===== src/rtl/i2cmb_wb_sequencer.sv =====
// Wishbone master that expands one I2C transaction into iicmb_m_wb CSR/DPR/CMDR accesses.
// Build option: define I2CMB_SEQ_POLL_EN to poll CMDR instead of waiting on irq_i.
module i2cmb_wb_sequencer #(
  parameter int NUM_I2C_BUSSES = 16,
  parameter int LEN_WIDTH      = 8,
  parameter int WAIT_TIMEOUT   = 1000000,
  parameter int POLL_GAP       = 16
) (
  input  logic                 clk_i,
  input  logic                 rst_i,
  input  logic                 req_valid_i,
  output logic                 req_ready_o,
  input  logic                 req_rd_i,
  input  logic [3:0]           req_bus_i,
  input  logic [6:0]           req_addr_i,
  input  logic [LEN_WIDTH-1:0] req_len_i,
  input  logic                 wr_valid_i,
  input  logic [7:0]           wr_data_i,
  output logic                 wr_ready_o,
  output logic                 rd_valid_o,
  output logic [7:0]           rd_data_o,
  output logic                 rd_last_o,
  output logic                 done_o,
  output logic [1:0]           err_o,
  output logic                 busy_o,
  output logic                 cyc_o,
  output logic                 stb_o,
  output logic                 we_o,
  output logic [1:0]           adr_o,
  output logic [7:0]           dat_o,
  input  logic [7:0]           dat_i,
  input  logic                 ack_i,
  input  logic                 irq_i
);

  // state      | meaning
  // INIT       | program CSR after reset
  // IDLE       | ready for a request
  // BUS        | Wishbone access in flight, continue at ret_st on ack
  // SETBUS_*   | DPR=bus, CMDR=set-bus
  // START      | CMDR=start
  // ADDR_*     | DPR={addr,rd}, CMDR=write
  // DATA       | choose next byte, or STOP when count is exhausted
  // WR_*       | take a write byte, DPR=byte, CMDR=write
  // RD_*       | CMDR=read ack/nak, read DPR, present byte
  // STOP       | CMDR=stop
  // WAIT/CHK   | wait for completion, decode CMDR status
  // GAP        | idle between CMDR polls (poll build only)
  // FINISH     | done_o pulse with err_o
  localparam logic [4:0] S_INIT     = 5'd0,  S_IDLE     = 5'd1,  S_BUS      = 5'd2,
                         S_SETBUS_D = 5'd3,  S_SETBUS_C = 5'd4,  S_START    = 5'd5,
                         S_ADDR_D   = 5'd6,  S_ADDR_C   = 5'd7,  S_DATA     = 5'd8,
                         S_WR_HOLD  = 5'd9,  S_WR_D     = 5'd10, S_WR_C     = 5'd11,
                         S_RD_C     = 5'd12, S_RD_D     = 5'd13, S_RD_OUT   = 5'd14,
                         S_STOP     = 5'd15, S_WAIT     = 5'd16, S_WAIT_CHK = 5'd17,
                         S_GAP      = 5'd18, S_FINISH   = 5'd19;

  localparam logic [1:0] ADR_CSR = 2'd0, ADR_DPR = 2'd1, ADR_CMDR = 2'd2;
  localparam logic [7:0] CMD_WRITE  = 8'h01, CMD_RD_ACK = 8'h02, CMD_RD_NAK = 8'h03,
                         CMD_START  = 8'h04, CMD_STOP   = 8'h05, CMD_SETBUS = 8'h06;
`ifdef I2CMB_SEQ_POLL_EN
  localparam logic [7:0] CSR_INIT = 8'h80;
  localparam int GW = $clog2(POLL_GAP + 1);
  localparam logic [GW-1:0] GAP_LOAD = GW'(POLL_GAP - 1);
  logic [GW-1:0] gap;
`else
  localparam logic [7:0] CSR_INIT = 8'hC0;
`endif
  localparam int TW = $clog2(WAIT_TIMEOUT + 1);
  localparam logic [TW-1:0] TMR_LOAD = TW'(WAIT_TIMEOUT - 1);

  logic [4:0]           state, ret_st, caller;
  logic [TW-1:0]        tmr;
  logic [3:0]           bus_q;
  logic [6:0]           addr_q;
  logic                 rd_q, last_q;
  logic [LEN_WIDTH-1:0] cnt;
  logic [7:0]           wbyte, rdat;
  logic [1:0]           err_q;

  assign req_ready_o = (state == S_IDLE);
  assign wr_ready_o  = (state == S_WR_HOLD) && wr_valid_i;
  assign done_o      = (state == S_FINISH);
  assign err_o       = done_o ? err_q : 2'b00;

  task automatic wb_start(input logic we, input logic [1:0] adr, input logic [7:0] dat,
                          input logic [4:0] ret);
    cyc_o  <= 1'b1;
    stb_o  <= 1'b1;
    we_o   <= we;
    adr_o  <= adr;
    dat_o  <= dat;
    ret_st <= ret;
    state  <= S_BUS;
  endtask

  // The completion timer restarts with every command issued.
  task automatic issue_cmd(input logic [7:0] code, input logic [4:0] after);
    wb_start(1'b1, ADR_CMDR, code, S_WAIT);
    caller <= after;
    tmr    <= TMR_LOAD;
  endtask

  always_ff @(posedge clk_i) begin
    if (!rst_i) begin
      state <= S_INIT;  ret_st <= S_INIT;  caller <= S_INIT;
      tmr <= '0;  cnt <= '0;  bus_q <= '0;  addr_q <= '0;  rd_q <= 1'b0;  last_q <= 1'b0;
      wbyte <= '0;  rdat <= '0;  err_q <= '0;  busy_o <= 1'b0;
      rd_valid_o <= 1'b0;  rd_data_o <= '0;  rd_last_o <= 1'b0;
      cyc_o <= 1'b0;  stb_o <= 1'b0;  we_o <= 1'b0;  adr_o <= '0;  dat_o <= '0;
`ifdef I2CMB_SEQ_POLL_EN
      gap <= '0;
`endif
    end else begin
      rd_valid_o <= 1'b0;
      rd_last_o  <= 1'b0;
      case (state)
        S_INIT: wb_start(1'b1, ADR_CSR, CSR_INIT, S_IDLE);
        S_IDLE: if (req_valid_i) begin
          bus_q  <= req_bus_i;
          addr_q <= req_addr_i;
          rd_q   <= req_rd_i;
          cnt    <= req_len_i;
          busy_o <= 1'b1;
          if (int'(req_bus_i) >= NUM_I2C_BUSSES) begin
            err_q <= 2'd3;
            state <= S_FINISH;
          end else begin
            err_q <= 2'd0;
            state <= S_SETBUS_D;
          end
        end
        S_BUS: if (ack_i) begin
          cyc_o <= 1'b0;
          stb_o <= 1'b0;
          we_o  <= 1'b0;
          rdat  <= dat_i;
          state <= ret_st;
        end
        S_SETBUS_D: wb_start(1'b1, ADR_DPR, {4'h0, bus_q}, S_SETBUS_C);
        S_SETBUS_C: issue_cmd(CMD_SETBUS, S_START);
        S_START:    issue_cmd(CMD_START, S_ADDR_D);
        S_ADDR_D:   wb_start(1'b1, ADR_DPR, {addr_q, rd_q}, S_ADDR_C);
        S_ADDR_C:   issue_cmd(CMD_WRITE, S_DATA);
        S_DATA:
          if (cnt == '0) state <= S_STOP;
          else if (rd_q) state <= S_RD_C;
          else           state <= S_WR_HOLD;
        S_WR_HOLD: if (wr_valid_i) begin
          wbyte <= wr_data_i;
          state <= S_WR_D;
        end
        S_WR_D: wb_start(1'b1, ADR_DPR, wbyte, S_WR_C);
        S_WR_C: begin
          cnt <= cnt - 1'b1;
          issue_cmd(CMD_WRITE, S_DATA);
        end
        S_RD_C: begin
          last_q <= (cnt == LEN_WIDTH'(1));
          cnt    <= cnt - 1'b1;
          issue_cmd((cnt == LEN_WIDTH'(1)) ? CMD_RD_NAK : CMD_RD_ACK, S_RD_D);
        end
        S_RD_D: wb_start(1'b0, ADR_DPR, 8'h00, S_RD_OUT);
        S_RD_OUT: begin
          rd_valid_o <= 1'b1;
          rd_data_o  <= rdat;
          rd_last_o  <= last_q;
          state      <= S_DATA;
        end
        S_STOP: issue_cmd(CMD_STOP, S_FINISH);
        S_WAIT:
          if (tmr == '0) begin
            err_q <= 2'd3;
            state <= S_FINISH;
          end else begin
            tmr <= tmr - 1'b1;
`ifdef I2CMB_SEQ_POLL_EN
            wb_start(1'b0, ADR_CMDR, 8'h00, S_WAIT_CHK);
`else
            if (irq_i) wb_start(1'b0, ADR_CMDR, 8'h00, S_WAIT_CHK);
`endif
          end
        S_WAIT_CHK:
`ifdef I2CMB_SEQ_POLL_EN
          if (rdat[7:4] == 4'h0) begin
            gap   <= GAP_LOAD;
            state <= S_GAP;
          end else
`endif
          // AL/ERR is checked first so it overrides an earlier or simultaneous NAK.
          if (rdat[5] || rdat[4]) begin
            err_q <= 2'd2;
            state <= S_FINISH;
          end else if (rdat[6]) begin
            if (err_q == 2'd0) err_q <= 2'd1;
            state <= (caller == S_FINISH) ? S_FINISH : S_STOP;
          end else begin
            state <= caller;
          end
`ifdef I2CMB_SEQ_POLL_EN
        S_GAP:
          if (tmr == '0) begin
            err_q <= 2'd3;
            state <= S_FINISH;
          end else begin
            tmr <= tmr - 1'b1;
            if (gap == '0) state <= S_WAIT;
            else           gap   <= gap - 1'b1;
          end
`endif
        S_FINISH: begin
          busy_o <= 1'b0;
          state  <= S_IDLE;
        end
        default: state <= S_INIT;
      endcase
    end
  end

endmodule


===== config.mk =====
export PLATFORM = sky130hd
export DESIGN_NAME = i2cmb_wb_sequencer
export DESIGN_NICKNAME = d
export VERILOG_FILES = /design/src/rtl/i2cmb_wb_sequencer.sv
export SDC_FILE = /design/constraint.sdc
export NUM_CORES = 1
export LEC_CHECK = 0
export ABC_AREA = 1
export CAP_MARGIN = 20
export CELL_PAD_IN_SITES_DETAIL_PLACEMENT = 1
export CELL_PAD_IN_SITES_GLOBAL_PLACEMENT = 1
export CORE_ASPECT_RATIO = 0.5
export CORE_UTILIZATION = 35
export DETAILED_ROUTE_END_ITERATION = 10
export GPL_ROUTABILITY_DRIVEN = 0
export GPL_TIMING_DRIVEN = 0
export PLACE_DENSITY = 0.74
export SLEW_MARGIN = 0
export SYNTH_ARGS = -nofsm -noshare
export SYNTH_HDL_FRONTEND = slang
export SYNTH_SLANG_ARGS = --single-unit

===== constraint.sdc =====
create_clock -name clk_i -period 5.65 [get_ports clk_i]
set_input_delay 0.565 -clock clk_i [delete_from_list [all_inputs] [get_ports clk_i]]
set_output_delay 0.565 -clock clk_i [all_outputs]
set_load 0.02 [all_outputs]

==> results.toml, run 1 <==
[run_status]
status = "completed"

[worst_setup_path]
start_kind = "register"
cp-end-kind = "output port"
worstPathMaxFanout = 10
required_ps = 5090
slowest_stage = "clkdlybuf4s50_1"
r2r-start = "tmr[0]"
r2r_slack_ps = 3480
cpPeakStageDelay_ps = 640
crit_path_start = "state[4]"
critical_path_class = "reg2out"
crit_arrival_ps = 2680
r2r_end = "tmr[19]"
path_cells = "inv_2 -> buf_6 -> nor3_1 -> inv_1 -> nor2_1 -> clkdlybuf4s50_1"
r2r_cells = 11

[floorplan]
rows = 30
coreArea_sq_um = 13600
num_io_pins = 71
die_h_microns = 85.5
dieArea_sq_um = 14400
die_w_microns = 169
start_util = 0.359

[pwr]
switching_share = 0.317
power.leakage_uw = 0.00262
p_int_uw = 1150
p_per_area_nw_per_um2 = 275
p_comb_frac = 0.187
power.share.clock = 0.375
totalPowerFinal_uw = 1680
ir_drop_v = 0.000138
seq_power_share = 0.438
p_sw_uw = 534

[place]
dp_hpwl_microns = 11600
io_buffers = 70

[cells_and_area]
fin_nets = 848
n_antenna_cell = 0
multi_input_area_sq_um = 2520
drive_gt1_frac = 0.0805
layout.area.seq_sq_um = 1940
fillCellCount = 1785
syn2layout_area_growth_pct = 25.3

[sta]
final_max_slew_viol_count = 0
min_period_ps = 3250
setup_viol = 0
rsz0062_at_grt = "false"
final.setup_skew_ps = 9.04
period_share = 0.575
hold_viol_final = 0
fin_setup_tns_ps = 0
fmax_mhz = 308
worst_pin_slew_ps = 673
slew_headroom = 0.551

[drt]
firstDrtPassIters = 4
dr.first_iter.drc_count = 193
route.vias.total = 4919
detail_route.wl_per_cell_microns = 15.4
drc_errors = 0
drt-total-wl_microns = 15400
viasPerCell = 4.92
antenna_left = 0

[synth]
synthFlopType = "dfxtp_1"
synth_seq_cells = 97
ys_top_cells_by_count = "nand2_1, nor2_1, dfxtp_1"
synth.cell_area_sq_um = 4880
synthCells = 721
synth_top_cell_area_share = 0.398
syn_area_per_cell_sq_um = 6.76
synth_top_area_cell = "dfxtp_1"
synthDistinctLibCells = 34
ys_seq_area_frac = 0.398
ys_top_cells_by_area = "dfxtp_1, nand2_1, nor2_1, a21oi_1, o21ai_0"
synthesis.nets = 767
yosysMostFrequentCell = "nand2_1"
synthArstFlopShare = 0
synth-edff-count = 0
yosysWarnings = 0

[worst_hold_path]
min_to = "bus_q[2]"
min_path_cells = 2
hold_path_startpoint = "bus_q[2]"
min_path_type = "reg2reg"

[clock_tree]
ctsHoldBuffers = 0
numClockSinks = 97
max-clock-path-buffers = 2
cts_buffers = 9
cts_setup_buffers = 0
cts_root_buffer = "clkbuf_16"
htree_levels = 3
ctsResizeCount = 0
cts_tree = "built"
clkTransAtPathRegs_ps = 80
clk_latency_ps = 360

[global_routing]
grt_pass1_vias = 5003
grt_use_total = 0.228
grt_remaining_overflow = 0
antenna_found_initial = 1
grt_pass1_wl_microns = 25600
grt_max_degree = 20

[run]
cap_violations = 0
## worst max-delay path by stage
stage                          end  cells after the start
after detailed placement  err_o[0]                      6
final                     err_o[0]                      6
after CTS                 err_o[0]                      6
after global placement    err_o[1]                      6
after global routing      err_o[1]                      6
after floorplan           err_o[0]                      5
## layout by cell type, fill, tap and decap left out, types with 2 or more instances in the layout
master and count:
dfxtp_1 97, nand2_2 4, a22oi_1 4, xor2_1 12, inv_8 3, a31oi_1 4, clkbuf_1 11, clkbuf_16 9
nor2_4 5, nand3_2 3, buf_2 4, ha_1 4, xnor2_1 3, or2_2 2, o21ai_0 51, clkdlybuf4s50_1 70
buf_6 5, buf_4 2, inv_2 12, nand2_1 172, o211ai_1 3, nor2_1 109, a21oi_1 80, inv_1 61
nand2_4 2, nor3_1 6, nor2_2 6, nand4_1 11, nand3_1 40, inv_6 3
## kinds of logic after synthesis
logic type,Yosys count,synth area share
and+or+nand+nor,362,0.320
AOI/OAI and AO/OA,147,0.160
DFF,97,0.398
buffers and inverters,96,0.0847
xor gates and xnor gates,15,0.0269
adders and majority gates,4,0.0103
## worst max-delay path: cells and delay by family (launching register included)
kind	cells	cell delay [ps]
buffers and inverters	4	1140
flip-flops	1	540
AND/OR/NAND/NOR	2	650
## routing by layer
| metal | up-vias | track usage | wire [microns] |
|---|---|---|---|
| met4 | 0 | 0.0620 | 232 |
| met3 | 22 | 0.0434 | 581 |
| li1 | 2498 | - | - |
| met2 | 78 | 0.379 | 6970 |
| met5 | - | 0 | 0 |
| met1 | 2321 | 0.304 | 7600 |
## final cells by class
| type | count | share of cell area |
|---|---|---|
| Multi-Input combinational cell | 528 | 0.413 |
| Sequential cell | 97 | 0.318 |
| Timing Repair Buffer | 70 | 0.115 |
| Inverter | 74 | 0.0459 |
| Tap cell | 192 | 0.0393 |
| Clock buffer | 9 | 0.0369 |
| Buffer | 22 | 0.0217 |
| Clock inverter | 7 | 0.0113 |
## registers in the layout, summed over array words and instances, names as in the netlist
name        cells
we_o            1
rdat            8
rd_valid_o      1
bus_q           4
rd_last_o       1
caller          5
ret_st          5
dat_o           8
busy_o          1
state           5
tmr            20
rd_q            1
cnt             8
wbyte           8
addr_q          7
last_q          1
err_q           2
adr_o           2
stb_o           1
rd_data_o       8
## power groups by stage
stage	clock [uW]	sequential (uW)	combinational, uW
after floorplan	0	757	189
after global placement	0	752	306
after detailed placement	0	753	313
after CTS	644	737	316
after global routing	671	741	350
final	632	737	314
## stage by stage
step | setup slack [ps] | utilization | instance area (sq um) | std cells | hold slack [ps]
after global routing | 2300 | 0.450 | 6110 | 999 | 484
after CTS | 2440 | 0.450 | 6110 | 999 | 456
after floorplan | 3380 | - | 4880 | 721 | 425
after global placement | 2870 | 0.428 | 5820 | 983 | 435
final | 2400 | 0.450 | 6110 | 999 | 454
after detailed placement | 2830 | 0.428 | 5820 | 983 | 444
No activity file was read; power rests on OpenSTA's default activity.
==> run 2, diff against run 1 <==
==> constraint.sdc (replaced) <==
create_clock -name clk_i -period 3.07 [get_ports clk_i]
set_input_delay 0.307 -clock clk_i [delete_from_list [all_inputs] [get_ports clk_i]]
set_output_delay 0.307 -clock clk_i [all_outputs]
set_load 0.02 [all_outputs]
==> run 2 against run 1 <==
Register-to-register slack lost 2600 ps. Sequential cell count stayed put. Global-route usage unchanged. Via count decreased by 0.10%. Worst setup slack got worse by 2100 ps. Combinational power up 84%. Sequential share of layout area hardly changed. Largest cell class unchanged. Wire length barely moved. Largest power group unchanged.
==> results.toml, run 2 (synthesis results as in run 1) <==
[run_status]
status = "completed"

[worst_setup_path]
r2r_end = "tmr[19]"
path_delay_family = "buffers and inverters"
cp.depth = 6
r2r_slack_ps = 900
start_kind = "register"
cp-end-kind = "output port"
worstPathMaxFanout = 10
crit_path_start = "state[4]"
path_cells = "inv_2 -> buf_6 -> nor3_2 -> inv_1 -> nor2_1 -> clkdlybuf4s50_1"
crit_arrival_ps = 2500
critical_path_buf_inv_count = 4
cpPeakStageDelay_ps = 640
required_ps = 2760
r2r-start = "tmr[0]"
r2r_cells = 11
endpoint = "err_o[0]"
critical_path_class = "reg2out"
slowest_stage = "clkdlybuf4s50_1"

[clock_tree]
cts_root_buffer = "clkbuf_16"
cts_buffers = 9
cts_tree = "built"
numClockSinks = 97
cts_setup_buffers = 0
htree_levels = 3
ctsHoldBuffers = 0
ctsResizeCount = 0
clk_latency_ps = 360
max-clock-path-buffers = 2
clkTransAtPathRegs_ps = 80

[cells_and_area]
drive_gt1_frac = 0.0818
top_register = "tmr"
final_common_cell = "nand2_1"
final_cell_mix = "nand2_1, nor2_1, dfxtp_1, a21oi_1, clkdlybuf4s50_1"
syn2layout_area_growth_pct = 25.4
fin_nets = 848
n_antenna_cell = 0
largest_reg_flops = 20
fillCellCount = 1785

[floorplan]
num_io_pins = 71
dieArea_sq_um = 14400
coreArea_sq_um = 13600
die_h_microns = 85.5
rows = 30
start_util = 0.359
die_w_microns = 169

[pwr]
p_int_uw = 2110
seq_power_share = 0.438
power.leakage_uw = 0.00262
p_comb_frac = 0.187
p_sw_uw = 983
switching_share = 0.317
p_per_area_nw_per_um2 = 506
ir_drop_v = 0.000255
power.share.clock = 0.376
totalPowerFinal_uw = 3100

[worst_hold_path]
min_path_type = "reg2reg"

[sta]
final.setup_skew_ps = 9.14
fmax_mhz = 356
slew_headroom = 0.551
hold_viol_final = 0
setup_viol = 0
period_share = 0.914
final.setup.worst_slack_ps = 263
worst_pin_slew_ps = 674
fin_setup_tns_ps = 0
min_period_ps = 2810
rsz0062_at_grt = "false"
final_max_slew_viol_count = 0

[drt]
drt-total-wl_microns = 15400
detail_route.wl_per_cell_microns = 15.4
antenna_left = 0
route.vias.total = 4914
drc_errors = 0
viasPerCell = 4.92
firstDrtPassIters = 4
dr.first_iter.drc_count = 207

[run]
cap_violations = 0

[global_routing]
grt_max_degree = 20
grt_pass1_vias = 5003
grt_remaining_overflow = 0
grt_use_total = 0.228
antenna_found_initial = 1
grt_pass1_wl_microns = 25600

[place]
dp_hpwl_microns = 11600
io_buffers = 70
dp_slack_ps = 512
## run 2: changes by cell type in the layout (fill, tap and decap cells not counted)
cell / before / now
nor3_1: 6 / 5
nor3_2: 0 / 1
## run 2: final cells by class
| type | instances | area [sq um] | share of cell area |
|---|---|---|---|
| multi-input cells | 528 | 2530 | 0.413 |
| flip-flops and latches | 97 | 1940 | 0.318 |
| repair buffers | 70 | 701 | 0.115 |
| inverters | 74 | 280 | 0.0458 |
| well taps | 192 | 240 | 0.0393 |
| clock buffers | 9 | 225 | 0.0368 |
| plain buffers | 22 | 133 | 0.0217 |
| clock inverters | 7 | 68.8 | 0.0113 |
## run 2: stage by stage
step           instances  instance area (sq um)  hold WS, ps  utilization
3_5_place_dp         983                   5820          444        0.428
4_1_cts              999                   6110          456        0.450
6_report             999                   6120          454        0.450
3_3_place_gp         983                   5820          435        0.428
5_1_grt              999                   6120          484        0.450
2_1_floorplan        721                   4880          425            -
## run 2: worst min-delay path, delay by kind of cell, from the launching register on
kind,cells,cell delay (ps)
buffers and inverters,1,60
DFF,1,300
AOI/OAI and AO/OA,1,50
## run 2: power groups by stage
| stage | registers, uW | logic [uW] | clock network (uW) |
|---|---|---|---|
| 6_report | 1360 | 578 | 1160 |
| 5_1_grt | 1360 | 645 | 1230 |
| 4_1_cts | 1360 | 582 | 1180 |
| 3_5_place_dp | 1380 | 576 | 0 |
| 3_3_place_gp | 1380 | 564 | 0 |
| 2_1_floorplan | 1390 | 348 | 0 |
## run 2: worst min-delay path by stage
| stage | from | to | slack (ps) | depth (start not counted) |
|---|---|---|---|---|
| after CTS | addr_q[2] | addr_q[2] | 460 | 2 |
| final | bus_q[2] | bus_q[2] | 450 | 2 |
| after floorplan | bus_q[1] | bus_q[1] | 420 | 2 |
| after global placement | bus_q[2] | bus_q[2] | 440 | 2 |
| after detailed placement | addr_q[2] | addr_q[2] | 440 | 2 |
| after global routing | addr_q[1] | addr_q[1] | 480 | 2 |
## run 2: routing by layer
metal	track usage	share of wire	vias to the layer above	wire (microns)
li1	-	-	2496	-
met1	0.304	0.50	2320	7640
met2	0.379	0.45	76	6960
met3	0.0434	0.035	22	545
met4	0.0620	0.015	0	232
met5	0	0	-	0
==> run 3, diff against run 2 <==
--- a/config.mk
+++ b/config.mk
@@ -6,14 +6,12 @@
 export NUM_CORES = 1
 export LEC_CHECK = 0
 export ABC_AREA = 1
-export CAP_MARGIN = 20
 export CELL_PAD_IN_SITES_DETAIL_PLACEMENT = 1
 export CELL_PAD_IN_SITES_GLOBAL_PLACEMENT = 1
 export CORE_ASPECT_RATIO = 0.5
 export CORE_UTILIZATION = 35
 export DETAILED_ROUTE_END_ITERATION = 10
 export GPL_ROUTABILITY_DRIVEN = 0
-export GPL_TIMING_DRIVEN = 0
 export PLACE_DENSITY = 0.74
 export SLEW_MARGIN = 0
 export SYNTH_ARGS = -nofsm -noshare
==> run 3 against run 2 <==
Non-clock buffer count down 16. Clock-buffer cell count rose by 1. Final cell count shrank 1.6%. Power decreased by 1.7%. Register-to-register slack better by 40 ps. Sequential share of layout area grew 0.48 points. Sequential power barely moved. Hold slack got worse by 1.0 ps. Die area did not move. Design area down 1.5%. Worst setup slack gained 180 ps. Clock skew is 3.2 ps higher. Critical path type unchanged. Critical endpoint unchanged.
==> results.toml, run 3 (synthesis results as in run 1) <==
[clock_tree]
numClockSinks = 97
htree_levels = 3
cts_buffers = 9
cts_tree = "built"
clk_latency_ps = 350
cts_root_buffer = "clkbuf_16"
max-clock-path-buffers = 2
ctsHoldBuffers = 0
ctsResizeCount = 0
clkTransAtPathRegs_ps = 80
cts_setup_buffers = 0

[worst_setup_path]
required_ps = 2760
slowest_stage = "clkdlybuf4s50_1"
critical_path_class = "reg2out"
r2r_cells = 10
critical_path_buf_inv_count = 3
cpPeakStageDelay_ps = 610
path_cells = "inv_2 -> nor3_1 -> inv_1 -> nor2_1 -> clkdlybuf4s50_1"
cp-end-kind = "output port"
path_delay_family = "buffers and inverters"
start_kind = "register"
crit_arrival_ps = 2320
worstPathMaxFanout = 12
r2r-start = "tmr[0]"
r2r_end = "tmr[11]"
r2r_slack_ps = 940

[drt]
topRoutingLayerUsed = "met4"
firstDrtPassIters = 4
dr.first_iter.drc_count = 183
drt-total-wl_microns = 14600
wl_met1_microns = 7360
dr_wl_met3_microns = 408
antenna_left = 0
detail_route.wl_per_cell_microns = 14.8
drc_errors = 0
wl_met2_microns = 6650
viasPerCell = 4.92
route.vias.total = 4832

[global_routing]
grt_remaining_overflow = 0
grt_pass1_wl_microns = 24300
grt_use_total = 0.216
grt_max_degree = 40
grt_pass1_vias = 4762
antenna_found_initial = 0

[floorplan]
die_w_microns = 169
dieArea_sq_um = 14400
start_util = 0.359
coreArea_sq_um = 13600
num_io_pins = 71
die_h_microns = 85.5
rows = 30

[sta]
period_share = 0.857
final.setup_skew_ps = 12.3
final_max_slew_viol_count = 0
final.setup.worst_slack_ps = 439
fin_setup_tns_ps = 0
slew_headroom = 0.670
setup_viol = 0
rsz0062_at_grt = "false"
min_period_ps = 2630
hold_viol_final = 0
worst_pin_slew_ps = 492
fmax_mhz = 380
whs_ps = 453

[cells_and_area]
final_cell_mix = "nand2_1, nor2_1, dfxtp_1, a21oi_1, clkdlybuf4s50_1"
fin_nets = 832
fillCellCount = 1801
drive_gt1_frac = 0.0759
multi_input_area_sq_um = 2520
top_register = "tmr"
syn2layout_area_growth_pct = 23.6
largest_reg_flops = 20
n_antenna_cell = 0
final_common_cell = "nand2_1"
layout.area.seq_sq_um = 1940
finalNonFillerCells = 983

[place]
dp_hpwl_microns = 10800
io_buffers = 70
placed_cells = 967
dp_slack_ps = 835

[worst_hold_path]
min_path_type = "reg2reg"
min_path_cells = 2
min_to = "bus_q[2]"
hold_path_startpoint = "bus_q[2]"

[pwr]
totalPowerFinal_uw = 3040
p_per_area_nw_per_um2 = 505
ir_drop_v = 0.000266
power.leakage_uw = 0.00258

[run_status]
status = "completed"

[run]
cap_violations = 0
## run 3: changes by cell type in the layout (fill, tap and decap cells not counted), sizes merged
cell and change:
clkinv +1, buf -5, inv -3, clkbuf -10, clkinvlp +1
## run 3: worst max-delay path by stage
stage	to	from	slack, ps	cells after the start
after floorplan	err_o[0]	state[4]	1050	5
after global placement	err_o[1]	state[4]	880	5
after detailed placement	err_o[0]	state[4]	830	5
after CTS	err_o[0]	state[4]	450	5
after global routing	err_o[1]	state[4]	270	5
final	err_o[0]	state[4]	440	5
## run 3: through the flow
| step | util | area, sq um |
|---|---|---|
| 6_report | 0.443 | 6020 |
| 3_5_place_dp | 0.422 | 5730 |
| 2_1_floorplan | - | 4880 |
| 4_1_cts | 0.443 | 6020 |
| 3_3_place_gp | 0.422 | 5730 |
| 5_1_grt | 0.443 | 6020 |
## run 3: power breakdown
group          internal, uW  switching, uW
registers              1320           41.5
clock network           591            547
logic                   204            345
## run 3: area by class of cell
| class | instances | share of cell area |
|---|---|---|
| clock inverters | 6 | 0.00935 |
| flip-flops and latches | 97 | 0.322 |
| inverters | 74 | 0.0465 |
| clock buffers | 10 | 0.0397 |
| multi-input cells | 528 | 0.418 |
| well taps | 192 | 0.0399 |
| repair buffers | 76 | 0.124 |
## run 3: worst reg2reg max path, stage by stage, from the launching register on
cell and delay [ps]:
dfxtp_1 300, inv_1 100, ha_1 280, nand2_1 180, nor2_4 230, nand3_1 120, nand2_1 180, nand2_4 190
inv_4 250, nand2_1 80, a21oi_1 170
## run 3: per-layer routing
layer | vias up | track usage
met5 | - | 0
met4 | 0 | 0.0587
met3 | 11 | 0.0392
met2 | 68 | 0.355
met1 | 2289 | 0.290
li1 | 2464 | -
